File: src/rtl/dec_cfg_master_pkg.sv
// Shared types and constants for the decimator configuration master.
// Holds the sequencer state encoding and the control/RAM address constants.
package dec_pkg;

    localparam int   RAM_AW       = 4;
    localparam logic CTL_RUN_ADDR = 1'b0;
    localparam logic CTL_DIV_ADDR = 1'b1;

    typedef enum logic [3:0] {
        IDLE,
        STOP,
        LOAD,
        DIV,
        RUN,
        RB0,
        RB1,
        DONE,
        HALT
    } state_t;

endpackage

File: src/rtl/dec_cfg_master_if.sv
// Control-slave and period-RAM bus driven by the configuration master.
// Both slaves are zero-wait: every strobe completes in its own cycle.
interface dec_cfg_master_if #(
    parameter int M = 32
);
    import dec_pkg::*;

    logic              ctl_wr;
    logic              ctl_rd;
    logic              ctl_addr;
    logic [M-1:0]      ctl_wrdata;
    logic [M-1:0]      ctl_rddata;
    logic              ram_wr;
    logic [RAM_AW-1:0] ram_addr;
    logic [M-1:0]      ram_wrdata;

    modport master (
        output ctl_wr, ctl_rd, ctl_addr, ctl_wrdata,
        output ram_wr, ram_addr, ram_wrdata,
        input  ctl_rddata
    );

    modport slave (
        input  ctl_wr, ctl_rd, ctl_addr, ctl_wrdata,
        input  ram_wr, ram_addr, ram_wrdata,
        output ctl_rddata
    );

endinterface

File: src/rtl/dec_cfg_master.sv
// Configuration master: stops the semaphore, loads the period RAM, programs the
// divider, restarts, and reads both control registers back to verify them.
module dec_cfg_master
    import dec_pkg::*;
#(
    parameter int M      = 32,
    parameter int NWORDS = 16
) (
    input  logic                    clk,
    input  logic                    clrn,
    input  logic                    start,
    input  logic                    halt,
    input  logic [M-1:0]            base_period,
    input  logic [1:0]              div_sel,
    dec_cfg_master_if.master        bus,
    output logic                    busy,
    output logic                    done,
    output logic                    error
);

    localparam logic [RAM_AW-1:0] LAST_ADDR = RAM_AW'(NWORDS - 1);

    state_t            state;
    logic [RAM_AW-1:0] cnt;
    logic [M-1:0]      base_q;
    logic [1:0]        div_q;

    logic              ctl_wr_q;
    logic              ctl_rd_q;
    logic              ctl_addr_q;
    logic [M-1:0]      ctl_wrdata_q;
    logic              ram_wr_q;
    logic [RAM_AW-1:0] ram_addr_q;
    logic [M-1:0]      ram_wrdata_q;

    // Only the two low readback bits carry meaning; the rest are don't-care.
    logic unused_rddata;
    assign unused_rddata = ^bus.ctl_rddata[M-1:2];

    // Word i doubles the base every four entries and adds a small offset.
    function automatic logic [M-1:0] ram_word(input logic [M-1:0] b,
                                              input logic [RAM_AW-1:0] i);
        return (b << i[3:2]) + M'(i[1:0]);
    endfunction

    always_ff @(posedge clk or negedge clrn) begin
        if (!clrn) begin
            // NOTE: the latched base/div and the word counter are plain registers, so
            // they are cleared here along with the state; nothing resumes after reset.
            state        <= IDLE;
            cnt          <= '0;
            base_q       <= '0;
            div_q        <= '0;
            ctl_wr_q     <= 1'b0;
            ctl_rd_q     <= 1'b0;
            ctl_addr_q   <= CTL_RUN_ADDR;
            ctl_wrdata_q <= '0;
            ram_wr_q     <= 1'b0;
            ram_addr_q   <= '0;
            ram_wrdata_q <= '0;
            busy         <= 1'b0;
            done         <= 1'b0;
            error        <= 1'b0;
        end else begin
            // NOTE: strobes, addresses and data default to zero every cycle and are
            // only raised for the state being entered, so all bus outputs are registered.
            ctl_wr_q     <= 1'b0;
            ctl_rd_q     <= 1'b0;
            ctl_addr_q   <= CTL_RUN_ADDR;
            ctl_wrdata_q <= '0;
            ram_wr_q     <= 1'b0;
            ram_addr_q   <= '0;
            ram_wrdata_q <= '0;

            if (start && (state == IDLE || state == DONE)) begin
                base_q   <= base_period;
                div_q    <= div_sel;
                done     <= 1'b0;
                error    <= 1'b0;
                busy     <= 1'b1;
                state    <= STOP;
                ctl_wr_q <= 1'b1;
            end else begin
                case (state)
                    STOP: begin
                        state        <= LOAD;
                        cnt          <= '0;
                        ram_wr_q     <= 1'b1;
                        ram_wrdata_q <= ram_word(base_q, '0);
                    end
                    LOAD: begin
                        if (cnt == LAST_ADDR) begin
                            state        <= DIV;
                            ctl_wr_q     <= 1'b1;
                            ctl_addr_q   <= CTL_DIV_ADDR;
                            ctl_wrdata_q <= M'(div_q);
                        end else begin
                            cnt          <= cnt + 1'b1;
                            ram_wr_q     <= 1'b1;
                            ram_addr_q   <= cnt + 1'b1;
                            ram_wrdata_q <= ram_word(base_q, cnt + 1'b1);
                        end
                    end
                    DIV: begin
                        state        <= RUN;
                        ctl_wr_q     <= 1'b1;
                        ctl_wrdata_q <= M'(1);
                    end
                    RUN: begin
                        state    <= RB0;
                        ctl_rd_q <= 1'b1;
                    end
                    RB0: begin
                        if (!bus.ctl_rddata[0]) error <= 1'b1;
                        state      <= RB1;
                        ctl_rd_q   <= 1'b1;
                        ctl_addr_q <= CTL_DIV_ADDR;
                    end
                    RB1: begin
                        if (bus.ctl_rddata[1:0] != div_q) error <= 1'b1;
                        state <= DONE;
                        done  <= 1'b1;
                        busy  <= 1'b0;
                    end
                    DONE: begin
                        if (halt) begin
                            state    <= HALT;
                            busy     <= 1'b1;
                            ctl_wr_q <= 1'b1;
                        end
                    end
                    HALT: begin
                        state <= IDLE;
                        busy  <= 1'b0;
                        done  <= 1'b0;
                    end
                    IDLE:    state <= IDLE;
                    default: state <= IDLE;
                endcase
            end
        end
    end

    assign bus.ctl_wr     = ctl_wr_q;
    assign bus.ctl_rd     = ctl_rd_q;
    assign bus.ctl_addr   = ctl_addr_q;
    assign bus.ctl_wrdata = ctl_wrdata_q;
    assign bus.ram_wr     = ram_wr_q;
    assign bus.ram_addr   = ram_addr_q;
    assign bus.ram_wrdata = ram_wrdata_q;

endmodule
File: src/flat_wrapper.sv
// flat-port wrapper written by rule: the top's interface ports become plain ports
module dec_cfg_master_flat import dec_pkg::*;
#(
    parameter int M      = 32,
    parameter int NWORDS = 16
)
  (clk, clrn, start, halt, base_period, div_sel, busy, done, error, bus_ctl_wr, bus_ctl_rd, bus_ctl_addr, bus_ctl_wrdata, bus_ram_wr, bus_ram_addr, bus_ram_wrdata, bus_ctl_rddata);
  dec_cfg_master_if #(.M(M)) bus_i ();
  input  logic clk;
  input  logic clrn;
  input  logic start;
  input  logic halt;
  input  logic [M-1:0] base_period;
  input  logic [1:0] div_sel;
  output logic busy;
  output logic done;
  output logic error;
  output wire logic [$bits(bus_i.ctl_wr)-1:0] bus_ctl_wr;
  output wire logic [$bits(bus_i.ctl_rd)-1:0] bus_ctl_rd;
  output wire logic [$bits(bus_i.ctl_addr)-1:0] bus_ctl_addr;
  output wire logic [$bits(bus_i.ctl_wrdata)-1:0] bus_ctl_wrdata;
  output wire logic [$bits(bus_i.ram_wr)-1:0] bus_ram_wr;
  output wire logic [$bits(bus_i.ram_addr)-1:0] bus_ram_addr;
  output wire logic [$bits(bus_i.ram_wrdata)-1:0] bus_ram_wrdata;
  input wire logic [$bits(bus_i.ctl_rddata)-1:0] bus_ctl_rddata;
  assign bus_ctl_wr = bus_i.ctl_wr;
  assign bus_ctl_rd = bus_i.ctl_rd;
  assign bus_ctl_addr = bus_i.ctl_addr;
  assign bus_ctl_wrdata = bus_i.ctl_wrdata;
  assign bus_ram_wr = bus_i.ram_wr;
  assign bus_ram_addr = bus_i.ram_addr;
  assign bus_ram_wrdata = bus_i.ram_wrdata;
  assign bus_i.ctl_rddata = bus_ctl_rddata;
  dec_cfg_master #(.M(M), .NWORDS(NWORDS)) u_core (.clk(clk), .clrn(clrn), .start(start), .halt(halt), .base_period(base_period), .div_sel(div_sel), .bus(bus_i), .busy(busy), .done(done), .error(error));
endmodule
File: config.mk
export PLATFORM = sky130hd
export DESIGN_NAME = dec_cfg_master_flat
export DESIGN_NICKNAME = d
export VERILOG_FILES = /design/src/rtl/dec_cfg_master_pkg.sv /design/src/rtl/dec_cfg_master_if.sv /design/src/rtl/dec_cfg_master.sv /design/src/flat_wrapper.sv
export SDC_FILE = /design/constraint.sdc
export NUM_CORES = 1
export LEC_CHECK = 0
export CAP_MARGIN = 0
export CORE_ASPECT_RATIO = 0.8
export CORE_MARGIN = 2
export CORE_UTILIZATION = 47
export CTS_CLUSTER_DIAMETER = 50
export CTS_CLUSTER_SIZE = 28
export DETAILED_ROUTE_END_ITERATION = 12
export PLACE_DENSITY = 0.77
export SYNTH_ARGS = -nofsm -noshare
export SYNTH_HDL_FRONTEND = slang
export SYNTH_SLANG_ARGS = --single-unit
File: constraint.sdc
create_clock -name clk -period 6.3 [get_ports clk]
set_input_delay 0.945 -clock clk [delete_from_list [all_inputs] [get_ports clk]]
set_output_delay 0.945 -clock clk [all_outputs]
set_load 0.02 [all_outputs]
==> results.toml <==
[timing]
finalCriticalPeriod_ps = 4128
worst_hold_slack_ps = 494.6
tns_ps = 0
relSlewSlack_pct = 29.58
rsz0062_at_grt = "no"
hold_viol = 0
finalSetupViolations = 0
worst_pin_slew_ps = 1052
period_share_pct = 65.52
fin_skew_ps = 10.66
max_freq_mhz = 242.3
slew_viol_final = 0

[finish]
n_antenna_cell = 0
fill_cells = 999
num-nets-final = 773
drive_above_1_share_pct = 10.37
syn2layout_area_growth_pct = 19.40

[pwr]
leakage_nw = 2.814
vdd_ir_drop_max_mv = 0.2477
pwr_density_cell_nw_per_um2 = 521.8

[placement]
dp_hpwl_mm = 9.768
io_buffer_count = 84
gp_congestion = 0.9024

[floorplanning]
dieArea_um2 = 12980
start_util_pct = 48.72
row_count = 35
core_area_um2 = 11650
die_x_um = 126.9
io_pins = 145
fp.dieH_um = 102.3

[critical_path]
r2r_slack_ps = 2170
critical-path-max-stage-delay_ps = 550
critPathCaptureType = "flip-flop"
r2r_cells = 13
startpoint_type = "flip-flop"
worstSetupPathType = "flip-flop to flip-flop"
reg2reg_to = "u_core.bus.ram_wrdata[29]"
worstPathRequired_ps = 6570
arrival_ps = 4400
crit_start = "u_core.cnt[0]"
cp_cell_sequence = "ha_1 > xor2_4 > buf_4 > mux2i_1 > nand2b_1 > inv_1 > ha_1 > a21o_1 > o21ai_0 > nor3_1 > nand3b_1 > or4_1 > nand3_1"
r2r-start = "u_core.cnt[0]"
critPathMaxFanout = 43
cp_slowest_cell = "or4_1"
cpMostUsedCell = "ha_1"
crit_buf_inv = 2
crit_family = "simple AND/OR/NAND/NOR gates"

[detailed_routing]
vias_per_cell = 5.773
ant_nets = 0
first_pass_iters = 7
drc_errors = 0
drt_iter0_drc = 587
vias = 4919
drt_wl_total_mm = 14.11
wl_per_cell_um = 16.57

[worst_hold_path]
min_path_type = "flip-flop to flip-flop"
hold_depth = 2
hold_end = "u_core.done"
min_from = "u_core.done"

[run_status]
outcome = "finished clean"

[synth]
yosys.area.top_type = "dfrtp_1"
ys.flop_type = "dfrtp_1"
synthCells = 641
ys_ff_latch = 87
synth_area_leaders = "dfrtp_1 38%, nand2_1 7.5%, mux2i_1 7.2%, mux2_2 6.9%, buf_4 4.1%"
synth_cell_type_count = 63
yosys_warnings = 0
synth_edf_count = 0
avgSynthCellArea_um2 = 8.854
synth.most_common_cell = "nand2_1"
synth.top_cell.area_share_pct = 38.36
synthTopCellsByCount = "113 x nand2_1, 87 x dfrtp_1, 41 x mux2i_1"
async_flop_share_pct = 100.0
seq_area_frac_synth_pct = 38.36
synth_area_um2 = 5675

[grt]
grt_max_degree = 49
gr-usage-all-layers_pct = 22.20
grt_pass1_wl_mm = 23.08
overflow = 0
antenna_found_initial = 0
grt_pass1_vias = 4675

[clock_tree]
worstSkewPairLatency_ps = 340
h-tree-depth = 3
clockRootBuffer = "clkbuf_16"
clk_pin_slew_ps = 70
cts_tree = "yes"
clockBufferDepth = 2
cts_resized = 0
clock-sinks = 87
post_cts_buffers = 0
numCtsBuffers = 9
cts_hold_buf = 0

[flow_run]
cap_violations = 0
per-layer routing:
layer / share of wire (%) / GRT usage, % / vias up
met1: 44 / 29.89 / 2354
met5: 0 / 0 / -
met3: 7.5 / 4.555 / 25
met2: 47 / 36.31 / 239
li1: - / - / 2301
met4: 1.7 / 7.439 / 0
layout make-up:
cell class	instances	area, um^2	share of cell area (%)
sequential	87	2177	32.13
multi-input combinational	501	3213	47.42
tap	148	185.2	2.733
clock inverter	6	43.79	0.6462
inverter	8	30.03	0.4431
timing repair buffer	92	898.4	13.26
clock buffer	10	229.0	3.379
flip-flops by register name, indices dropped and copies added (netlist names):
signal,count
u_core.base_q,32
u_core.error,1
u_core.cnt,4
u_core.bus.ram_wr,1
u_core.bus.ctl_wrdata,2
u_core.div_q,2
u_core.bus.ctl_addr,1
u_core.done,1
u_core.bus.ctl_rd,1
u_core.bus.ram_addr,4
u_core.bus.ctl_wr,1
u_core.bus.ram_wrdata,32
u_core.busy,1
u_core.state,4
metrics by stage:
stage	setup slack (ps)	power, mW	util (%)	std cells	instance area, um^2
final	2172	3.536	58.17	852	6777
after global routing	1741	3.792	58.17	852	6777
after floorplan	2441	2.436	-	670	5784
after detailed placement	2229	3.014	55.83	836	6504
after CTS	2204	3.528	58.17	852	6777
after global placement	2310	2.963	55.83	836	6504
worst max-delay path by stage:
stage                                      to  slack, ps  cells past startpoint
floorplan           u_core.bus.ram_wrdata[29]       2440                     15
global placement    u_core.bus.ram_wrdata[29]       2310                     13
finish              u_core.bus.ram_wrdata[29]       2170                     13
global route        u_core.bus.ram_wrdata[29]       1740                     13
detailed placement  u_core.bus.ram_wrdata[29]       2230                     13
CTS                 u_core.bus.ram_wrdata[29]       2200                     13
cells by family after synthesis:
family | share of synthesized area (%)
xor gates and xnor gates | 4.586
other | 0.06607
AOI/OAI and AO/OA | 13.38
DFF | 38.36
buffers and inverters | 7.606
muxes | 15.04
adders and majority gates | 1.014
and+or+nand+nor | 19.95
worst min-delay path, cell delays in order, from the launching register on:
cell	delay (ps)
dfrtp_1	350
nand2_1	50
o21ai_0	60
where the power goes:
group	total (mW)	switching (mW)	internal, mW	leakage, nW
Sequential	1.11	0.312	0.798	1.11
Clock	0.491	0.222	0.269	0.133
Combinational	1.94	1.08	0.860	1.57
placed cells by master, fill, tap and decap left out, types with 3 or more instances in the layout:
cell / Yosys / layout
and2_1: 4 / 4
dfrtp_1: 87 / 87
conb_1: 1 / 30
a32o_1: 3 / 3
xor2_1: 9 / 8
inv_1: 8 / 8
and3_1: 11 / 11
nor4_1: 5 / 5
nand2b_1: 12 / 12
nor3b_1: 4 / 4
nand3_1: 10 / 10
nor3_1: 15 / 15
nand2_1: 113 / 113
a21boi_0: 4 / 4
mux2i_1: 41 / 41
buf_4: 31 / 9
a31oi_1: 4 / 4
nand4_1: 12 / 12
clkbuf_16: 0 / 9
xnor2_1: 17 / 16
a21oi_1: 34 / 33
mux2_2: 35 / 35
or3_1: 3 / 3
a211oi_1: 4 / 4
clkdlybuf4s50_1: 0 / 83
o211ai_1: 6 / 6
nor2b_1: 4 / 4
nor2_1: 34 / 34
a21o_1: 6 / 6
ha_1: 3 / 3
o21ai_0: 39 / 39
Note: power is estimated with default switching activity, not from simulation.
